===== src/rtl/raptor64_bitfield_arb.sv =====
`default_nettype none
// ============================================================================
//  Module   : raptor64_bitfield_arb
//  Purpose  : Round-robin two-port arbiter/sequencer in front of the Raptor64
//             combinational bitfield unit (latch, execute, return result).
//  Revision : 1.0 - initial release
// ============================================================================
module raptor64_bitfield_arb (
    input  logic        clk_i,
    input  logic        rst_ni,
    input  logic [1:0]  req_i,
    input  logic [31:0] ir0_i,
    input  logic [31:0] ir1_i,
    input  logic [63:0] a0_i,
    input  logic [63:0] a1_i,
    input  logic [63:0] b0_i,
    input  logic [63:0] b1_i,
    output logic [1:0]  ack_o,
    output logic [1:0]  vld_o,
    input  logic [1:0]  rdy_i,
    output logic [63:0] res_o,
    output logic        err_o,
    output logic        busy_o,
    output logic [31:0] bf_ir_o,
    output logic [63:0] bf_a_o,
    output logic [63:0] bf_b_o,
    input  logic [63:0] bf_o_i
);

    localparam logic [6:0] c_op_bitfield = 7'h22;
    localparam logic [2:0] c_bfins       = 3'd0;
    localparam logic [2:0] c_bfset       = 3'd1;
    localparam logic [2:0] c_bfclr       = 3'd2;
    localparam logic [2:0] c_bfchg       = 3'd3;
    localparam logic [2:0] c_bfext       = 3'd4;

    typedef enum logic [1:0] {
        IDLE = 2'd0,
        EXEC = 2'd1,
        DONE = 2'd2
    } state_e;

    state_e      state_q, state_d;
    logic        prio_q, prio_d;
    logic        gnt_q, gnt_d;
    logic        legal_q;
    logic [31:0] bf_ir_q;
    logic [63:0] bf_a_q, bf_b_q, res_q;
    logic        err_q;

    logic        w_pick;
    logic [31:0] w_ir;
    logic        w_legal;

    // A lone requester always wins; prio only breaks ties.
    assign w_pick = (req_i == 2'b10) ? 1'b1 :
                    (req_i == 2'b01) ? 1'b0 : prio_q;
    assign w_ir   = w_pick ? ir1_i : ir0_i;

    always_comb begin
        w_legal = 1'b0;
        if (w_ir[31:25] == c_op_bitfield) begin
            case (w_ir[2:0])
                c_bfins, c_bfset, c_bfclr, c_bfchg, c_bfext: w_legal = 1'b1;
                default:                                     w_legal = 1'b0;
            endcase
        end
    end

    always_comb begin
        state_d = state_q;
        prio_d  = prio_q;
        gnt_d   = gnt_q;
        ack_o   = 2'b00;
        vld_o   = 2'b00;
        case (state_q)
            IDLE: begin
                if (|req_i) begin
                    gnt_d   = w_pick;
                    state_d = EXEC;
                end
            end
            EXEC: begin
                ack_o[gnt_q] = 1'b1;
                state_d      = DONE;
            end
            DONE: begin
                vld_o[gnt_q] = 1'b1;
                if (rdy_i[gnt_q]) begin
                    prio_d  = ~gnt_q;
                    state_d = IDLE;
                end
            end
            default: state_d = IDLE;
        endcase
    end

    always_ff @(posedge clk_i or negedge rst_ni) begin
        if (!rst_ni) begin
            state_q <= IDLE;
            prio_q  <= 1'b0;
            gnt_q   <= 1'b0;
        end else begin
            state_q <= state_d;
            prio_q  <= prio_d;
            gnt_q   <= gnt_d;
        end
    end

    // Operand registers feed the unit directly so its whole delay sits
    // between these flops and res_q.
    always_ff @(posedge clk_i or negedge rst_ni) begin
        if (!rst_ni) begin
            bf_ir_q <= '0;
            bf_a_q  <= '0;
            bf_b_q  <= '0;
            legal_q <= 1'b0;
            res_q   <= '0;
            err_q   <= 1'b0;
        end else begin
            if (state_q == IDLE && (|req_i)) begin
                bf_ir_q <= w_ir;
                bf_a_q  <= w_pick ? a1_i : a0_i;
                bf_b_q  <= w_pick ? b1_i : b0_i;
                legal_q <= w_legal;
            end
            if (state_q == EXEC) begin
                res_q <= legal_q ? bf_o_i : 64'd0;
                err_q <= ~legal_q;
            end
        end
    end

    assign res_o   = res_q;
    assign err_o   = err_q;
    assign busy_o  = (state_q != IDLE);
    assign bf_ir_o = bf_ir_q;
    assign bf_a_o  = bf_a_q;
    assign bf_b_o  = bf_b_q;

endmodule
`default_nettype wire


===== config.mk =====
export PLATFORM = sky130hd
export DESIGN_NAME = raptor64_bitfield_arb
export DESIGN_NICKNAME = d
export VERILOG_FILES = /design/src/rtl/raptor64_bitfield_arb.sv
export SDC_FILE = /design/constraint.sdc
export NUM_CORES = 1
export LEC_CHECK = 0
export ABC_AREA = 1
export BUFFER_PORTS_ARGS = -buffer_cell sky130_fd_sc_hd__buf_2
export CAP_MARGIN = 25
export CORE_AREA = 2 2 241 243
export CTS_CLUSTER_SIZE = 12
export DETAILED_ROUTE_END_ITERATION = 10
export DIE_AREA = 0 0 243 245
export MAX_ROUTING_LAYER = met4
export PLACE_DENSITY = 0.45
export SYNTH_ARGS = -nofsm -noshare
export SYNTH_HDL_FRONTEND = slang
export SYNTH_SLANG_ARGS = --single-unit

===== constraint.sdc =====
create_clock -name clk_i -period 1.7 [get_ports clk_i]
set_input_delay 0.085 -clock clk_i [delete_from_list [all_inputs] [get_ports clk_i]]
set_output_delay 0.085 -clock clk_i [all_outputs]
set_load 0.03 [all_outputs]

* Word-level counts from Yosys, hierarchy flattened
Cells that the tools add are included.
** Word-level totals
- Register bits :: 230
- Output and inout port bits :: 230
- Word-level logic and storage cells :: 51
** Operators by class
- $lt $le $gt $ge :: 2
- Eq/ne operators :: 11
- Muxes and demuxes :: 17
- Bitwise operators :: 2
- Reductions and logical operators :: 10
** Operators with widths (count)
- 64-bit two-way mux :: 3
- 32-bit two-way mux :: 1
- 2-bit two-way mux :: 4
- 7-bit by 6-bit == test with 1-bit output, second input constant :: 1
- 1-bit two-way mux :: 7
- 3-bit by 2-bit == test with 1-bit output, second input constant :: 2
- 2-bit case mux with 3 select lines :: 1
- 2-bit AND reduction :: 3
- 5-bit OR reduction :: 1
- 2-bit by 1-bit == test with 1-bit output, second input constant :: 2
- 2-bit == test, second input constant :: 2
- 2-bit != test, second input constant :: 2
- 3-bit by 1-bit == test with 1-bit output, second input constant :: 1
- 3-bit == test, second input constant :: 1
- 3-bit logical NOT :: 1
- 1-bit logical AND :: 2
- 2-bit logical NOT :: 1
- 1-bit by 2-bit < comparator with 1-bit output, second input constant :: 1
- 1-bit NOT :: 2
- 2-bit nonzero test :: 1
- 2-bit OR reduction :: 1
- 1-bit demux with 1-bit select :: 1
- 1-bit >= comparator, second input constant :: 1

* Longest topological paths before layout
Gate-level depths: netlist of the first run.
- Depth after elaboration :: 8
- Mapped depth :: 10
- Gate-level depth less buffers :: 9

* Least setup slack after synthesis of the first run
Ideal clock, no wire load.
- Kind :: reg2reg
- From :: register state_q[0]
- To :: register bf_a_q[41], in the netlist bf_a_o[41]
- Setup time :: 0.123 ns
- Data arrival time :: 1.416 ns
- Required time :: 1.577 ns
- Setup slack :: 0.160 ns
- Cell stages (with the launch flop) :: 9
- Buffers on the path :: 2
- Period minus slack after synthesis :: 1.540 ns
- Cell sequence :: dfrtp_1 -> inv_2 -> nand2_1 -> nor2_2 -> inv_2 -> buf_2 -> buf_2 -> a21oi_1 -> a21oi_2
** On the way
- Cells in the longest elaborated chain, start to end :: 2
** Ends and longest elaborated chain
- from (decl) :: RTL line 43 : state_e state_q, state_d;
- from (signal assigned) :: RTL line 104 : state_q <= state_d;
- 2-bit logical NOT :: RTL line 121 : if (state_q == IDLE && (|req_i)) begin
- 1-bit logical AND :: RTL line 121
- to (signal assigned) :: RTL line 123 : bf_a_q <= w_pick ? a1_i : a0_i;
- to (decl) :: RTL line 48 : logic [63:0] bf_a_q, bf_b_q, res_q;
No other way between the ends.
A chain may end at the register's enable or synchronous reset.

* Final worst setup path of the first run
- From :: register prio_q
- To :: register bf_a_q[59], in the netlist bf_a_o[59]
** On the way
- Cells in the longest elaborated chain, start to end :: 3
** Ends and longest elaborated chain
- from (decl) :: RTL line 44 : logic prio_q, prio_d;
- from (signal assigned) :: RTL line 105 : prio_q <= prio_d;
- 1-bit two-way mux :: RTL line 57 : (req_i == 2'b01) ? 1'b0 : prio_q;
- 1-bit two-way mux :: RTL line 56 : assign w_pick = (req_i == 2'b10) ? 1'b1 :
- 64-bit two-way mux :: RTL line 123
No other way between the ends.

==> results.py, run 1 <==
metrics = {
    "status": {
        "status": "finished clean",
    },
    "cells_and_area": {
        "regArea_mm2": 0.005756,
        "most-common-layout-cells": "buf_2 (614), dlygate4sd3_1 (387), a21oi_1 (288)",
        "areaGrowthSynthToFinish_pct": 93.55,
        "layout-drive-gt1-share": 0.3624,
        "final_common_cell": "buf_2",
        "final_nets": 2493,
        "final_util": 0.3377,
        "multi_input_area_mm2": 0.003692,
        "nFillCells": 5911,
    },
    "synthesis": {
        "ys_ff_latch": 230,
        "synth-seq-area-share": 0.5784,
        "synth_nets": 1472,
        "synth-compound-area-share": 0.2173,
        "synth_xor_area_frac": 0,
        "synthMuxAreaShare": 0,
        "synth_area_mm2": 0.009951,
        "synth_fa_ha_area_frac": 0,
        "synth_top_family_by_area": "compound AO/OA/AOI/OAI gates",
        "ys_warn_count": 0,
        "syn_avg_cell_area_um2": 9.197,
        "synthDistinctLibCells": 23,
        "synthCells": 1082,
        "synth-simple-area-share": 0.1484,
    },
    "power_and_ir_drop": {
        "pwr_density_cell_mw_per_mm2": 1576,
        "vdd_drop_max_mv": 0.9445,
        "combPwrFrac": 0.512,
        "pwr-share-seq": 0.286,
        "switching_power_mw": 13.99,
        "p_leak_nw": 9.351,
        "internal_power_mw": 16.36,
        "power_frac_clock": 0.202,
        "p_sw_frac": 0.4611,
    },
    "clock_tree": {
        "clk_latency_ns": 0.56,
        "htreeDepth": 1,
        "cts_tree": "done",
        "cts_buffer_depth": 3,
        "cts.sinks": 230,
        "clk_pin_slew_ns": 0.06,
        "cts-root-buf": "clkbuf_16",
        "cts_made_buffers": 28,
    },
    "routing": {
        "vias_per_cell": 4.234,
        "drcViolationCount": 0,
        "wl_per_cell_um": 16.57,
        "vias": 12254,
        "antenna_left": 0,
        "drt_iter0_markers": 578,
        "dr.pass1.iters": 7,
        "drt-total-wl_mm": 47.96,
    },
    "timing": {
        "slew_viol_final": 0,
        "min_period_ns": 1.655,
        "fmax_mhz": 604.2,
        "hold_viol": 0,
        "max-slew-margin-rel": 0.6788,
        "rsz0062_at_grt": "true",
        "hold_slack_ns": 0.04157,
        "worstMarginPinSlew_ns": 0.4817,
        "fin_worst_skew_ns": 0.01189,
        "finalSetupViolCount": 0,
        "fin_crit_sh": 0.9735,
    },
    "worst_hold_path": {
        "worstHoldPathType": "primary input to register",
        "min_from": "req_i[0]",
    },
    "critical_path": {
        "r2r_start": "prio_q",
        "startpoint": "prio_q",
        "endpoint_kind": "register",
        "critPathRequiredTime_ns": 2.15,
        "critPathMaxFanout": 42,
        "crit_arrival_ns": 2.10,
        "cp-start-kind": "register",
        "timing_worst_setup_path_type": "register to register",
    },
    "grt": {
        "grt_overflow": 0,
        "antenna_found_initial": 4,
        "grt.total_usage": 0.1572,
        "grt_max_degree": 66,
        "grt_pass1_vias": 13119,
        "grt_first_pass_wirelength_mm": 73.28,
    },
    "placement": {
        "hpwl_mm": 31.56,
        "portBuffers": 619,
        "gp_congestion": 0.8727,
    },
    "die": {
        "dieWidth_um": 243,
        "start_util": 0.1745,
        "std_cell_rows": 88,
        "dieHeight_um": 245,
        "io_pins": 620,
        "coreArea_mm2": 0.05703,
        "dieArea_mm2": 0.05954,
    },
    "flow_run": {
        "drv_cap": 0,
    },
}
==> synth_stat cells <==
cell | instances | area share
a31oi_1 | 2 | 0.0013
nand2_4 | 3 | 0.0034
clkinv_2 | 1 | 0.00050
inv_1 | 16 | 0.0060
buf_1 | 1 | 0.00038
nor2_1 | 163 | 0.061
a21oi_2 | 10 | 0.0088
nand2_2 | 10 | 0.0063
dfrtp_1 | 230 | 0.58
inv_2 | 4 | 0.0015
buf_6 | 9 | 0.010
buf_4 | 2 | 0.0015
clkbuf_1 | 7 | 0.0026
nand3_1 | 6 | 0.0030
o21ai_1 | 8 | 0.0040
o21ai_0 | 2 | 0.0010
buf_2 | 62 | 0.031
nor2_2 | 1 | 0.00063
a22o_1 | 64 | 0.056
nand2_1 | 185 | 0.070
buf_12 | 1 | 0.0020
a21oi_1 | 290 | 0.15
nand3b_1 | 5 | 0.0038
==> per-stage QoR <==
step / area, um^2 / std cells / power (mW) / setup TNS (ns) / worst slack, ns
global placement: 14200 / 2438 / 22.82 / -0.04171 / -0.04171
CTS: 19140 / 2881 / 30.38 / -0.01997 / -0.01492
global route: 19260 / 2894 / 32.25 / -0.3197 / -0.03804
floorplan: 9951 / 1082 / 17.65 / 0 / 0.1604
finish: 19260 / 2894 / 30.35 / 0 / 0.04499
detailed placement: 14200 / 2438 / 22.97 / -0.04099 / -0.04099
==> cell type report <==
cell class,count,area share
timing repair buffer,1073,0.4055
clock inverter,11,0.005717
sequential,230,0.2988
multi-input combinational,749,0.1917
clock buffer,41,0.04314
antenna,4,0.0005197
inverter,21,0.004872
tap,765,0.04970
==> power by group through the flow <==
stage	combinational (mW)	clock, mW	sequential [mW]
6_report	15.6	6.13	8.67
5_1_grt	16.8	6.55	8.92
4_1_cts	15.4	6.39	8.64
3_5_place_dp	14.3	0	8.66
3_3_place_gp	14.2	0	8.65
2_1_floorplan	5.19	0	12.5
==> registers in the layout, indices dropped and copies added, names as in the netlist, 2 cells and up <==
name and count:
bf_b_o 64, bf_ir_o 32, bf_a_o 64, state_q 2, res_o 64
==> worst max-delay path, stage by stage, from the launching register on <==
cell     delay, ns
dfrtp_1       0.39
inv_1         0.10
nand2_4       0.12
nand2_8       0.12
buf_12        0.21
buf_12        0.25
a21oi_1       0.10
a21oi_1       0.22
==> worst paths after layout <==
check | slack [ns] | depth (start not counted) | to
max | 0.04 | 7 | bf_a_o[59]
min | 0.04 | 5 | bf_ir_o[26]
max reg2reg | 0.04 | 7 | bf_a_o[59]
min reg2reg | 0.48 | 2 | bf_ir_o[29]
max in group asynchronous | 0.93 | 3 | res_o[61]
min in group asynchronous | 0.08 | 2 | bf_b_o[28]
==> per-layer routing <==
layer  routed length, um  track usage  vias up
met5                   0            -        -
met1               19770       0.1846     5862
li1                    -            -     5700
met3                2828      0.02876      124
met4                1583      0.05792        0
met2               23780       0.2685      568
==> cells by family after synthesis <==
| group | after synthesis |
|---|---|
| AO/OA/AOI/OAI | 376 |
| buffers and inverters | 103 |
| AND/OR/NAND/NOR | 373 |
| flip-flops | 230 |
==> timing repair <==
action / 4_1_cts / 5_1_grt
gates cloned: 2 / 1
endpoints found under the hold margin: 457 / 0
setup buffers: 2 / 9
endpoints found under the setup margin: 3 / 29
hold buffers: 387 / 0
resized for setup: 13 / 10
pin swaps: 1 / 2
No activity file was read; power rests on OpenSTA's default activity.
==> inputs of run 2 (changes only) <==
- ABC_AREA: 1 -> not set
- ABC_CLOCK_PERIOD_IN_PS: not set -> 1700
==> results.py, run 2 <==
metrics = {
    "status": {
        "status": "finished with violations",
        "violations": "setup timing",
    },
    "cells_and_area": {
        "final_nets": 2451,
        "design_area_mm2": 0.02012,
        "layout-drive-gt1-share": 0.3841,
        "final_util": 0.3528,
        "final_common_cell": "buf_2",
        "diodes": 0,
        "areaGrowthSynthToFinish_pct": 96.39,
        "stdcell_count": 2848,
        "nFillCells": 5754,
        "most-common-layout-cells": "buf_2 (616), dlygate4sd3_1 (389), nand2_1 (292)",
    },
    "critical_path": {
        "startpoint": "prio_q",
        "worst_r2r_path_depth": 7,
        "endpoint_kind": "register",
        "cp-start-kind": "register",
        "crit_arrival_ns": 2.12,
        "critPathMaxFanout": 10,
        "timing_worst_setup_path_type": "register to register",
        "r2r_start": "prio_q",
        "critPathRequiredTime_ns": 2.11,
    },
    "synthesis": {
        "synth_edf_count": 0,
        "synth-async-reset-ratio": 1.000,
        "synth_ff_type": "dfrtp_1",
        "synth-seq-area-share": 0.5617,
        "synth_top_area_share": 0.5617,
        "synthDistinctLibCells": 24,
        "synth_nets": 1402,
        "synthCells": 1012,
        "synth_top_area_cell": "dfrtp_1",
        "synth_area_mm2": 0.01025,
        "yosys-top-cells-area": "dfrtp_1 (56%), mux2i_1 (15%), nand2_1 (11%)",
        "synth_common_cells": "nand2_1 (292), dfrtp_1 (230), mux2i_1 (158)",
        "syn_avg_cell_area_um2": 10.13,
        "yosysMostFrequentCell": "nand2_1",
        "ys_ff_latch": 230,
        "ys_warn_count": 0,
    },
    "timing": {
        "finalSetupViolCount": 2,
        "max-slew-margin-rel": 0.6754,
        "min_period_ns": 1.712,
        "hold_slack_ns": 0.04521,
        "worst_slack_ns": -0.01158,
        "slew_viol_final": 0,
        "worstMarginPinSlew_ns": 0.4869,
        "fin_crit_sh": 1.007,
        "rsz0062_at_grt": "true",
        "fmax_mhz": 584.3,
        "finalSetupTns_ns": -0.01661,
        "fin_worst_skew_ns": 0.01278,
        "hold_viol": 0,
    },
    "clock_tree": {
        "cts-root-buf": "clkbuf_16",
        "cts_buffer_depth": 3,
        "cts.sinks": 230,
        "cts_made_buffers": 28,
        "htreeDepth": 1,
        "clk_pin_slew_ns": 0.06,
        "cts_tree": "done",
        "clk_latency_ns": 0.56,
    },
    "die": {
        "io_pins": 620,
        "dieArea_mm2": 0.05954,
        "dieWidth_um": 243,
        "dieHeight_um": 245,
        "coreArea_mm2": 0.05703,
        "start_util": 0.1797,
        "std_cell_rows": 88,
    },
    "power_and_ir_drop": {
        "p_leak_nw": 9.768,
        "vdd_drop_max_mv": 1.019,
        "p_total_mw": 30.67,
        "pwr_density_cell_mw_per_mm2": 1524,
    },
    "routing": {
        "vias_per_cell": 3.966,
        "vias": 11296,
        "drt_iter0_markers": 481,
        "dr.pass1.iters": 5,
        "drcViolationCount": 0,
        "antenna_left": 0,
        "drt-total-wl_mm": 44.28,
        "wl_per_cell_um": 15.55,
    },
    "grt": {
        "antenna_found_initial": 0,
        "grt_first_pass_wirelength_mm": 65.23,
        "grt_max_degree": 57,
        "grt_pass1_vias": 12111,
        "grt_overflow": 0,
        "grt.total_usage": 0.1401,
    },
    "placement": {
        "hpwl_mm": 29.23,
        "portBuffers": 619,
        "pre_cts_slack_ns": -0.1058,
        "placed_area_mm2": 0.01453,
        "gp_congestion": 0.8808,
        "place_inst": 2387,
    },
    "worst_hold_path": {
        "worstHoldPathType": "primary input to async pin",
    },
    "flow_run": {
        "drv_cap": 0,
    },
}
==> run 2: cell count changes after synthesis, sizes merged, moves of 64 or more <==
cell / delta
a22o: -64
nor2: -157
nand2: +94
a21oi: -298
o21ai: +219
mux2i: +158
==> run 2: critical path: stages, from the launching register on <==
cell and delay [ns]:
dfrtp_2 0.43, a21bo_4 0.23, o21ai_4 0.06, buf_12 0.17, clkbuf_16 0.20, buf_4 0.15
mux2i_1 0.21, o21ai_0 0.11
==> run 2: path summary, 6_finish.rpt <==
check                               to  slack, ns
max in group asynchronous        gnt_q       0.99
setup reg to reg            bf_a_o[53]      -0.01
hold reg to reg            bf_ir_o[30]       0.47
min in group clk_i          state_q[0]       0.16
hold / removal              bf_b_o[16]       0.05
setup / recovery            bf_a_o[53]      -0.01
==> run 2: cells by family (layout without fill, tap and decap cells) <==
group / after synthesis / count (layout) / synth area share
DFF: 230 / 230 / 0.5617
muxes: 162 / 162 / 0.1587
AOI/OAI and AO/OA: 234 / 234 / 0.1161
buffers and inverters: 78 / 1148 / 0.04811
and+or+nand+nor: 308 / 309 / 0.1154
==> run 2: layout make-up <==
| class | count | area (um^2) | share of cell area |
|---|---|---|---|
| multi-input combinational | 705 | 4260 | 0.2117 |
| tap | 765 | 957.2 | 0.04756 |
| timing repair buffer | 1094 | 8078 | 0.4014 |
| sequential | 230 | 5759 | 0.2862 |
| inverter | 2 | 7.507 | 0.0003730 |
| clock inverter | 9 | 224.0 | 0.01113 |
| clock buffer | 43 | 838.3 | 0.04166 |
==> run 2: per-layer routing <==
layer,part of all wire,global-route usage
met2,0.51,0.2404
met5,0,-
met3,0.052,0.02230
met4,0.057,0.08174
met1,0.38,0.1542
==> run 2: repair_timing <==
item,in CTS,in global routing
gates resized for setup,10,83
cloned,1,7
endpoints found under the hold margin,457,0
hold buffers,389,0
setup buffers,1,11
pin swaps,0,5
endpoints found under the setup margin,35,121
==> run 2: power breakdown <==
part	internal [mW]	leakage (nW)	switching, mW
clock	4.44	0.517	2.39
combinational	5.73	6.33	9.49
sequential	7.48	2.93	1.13
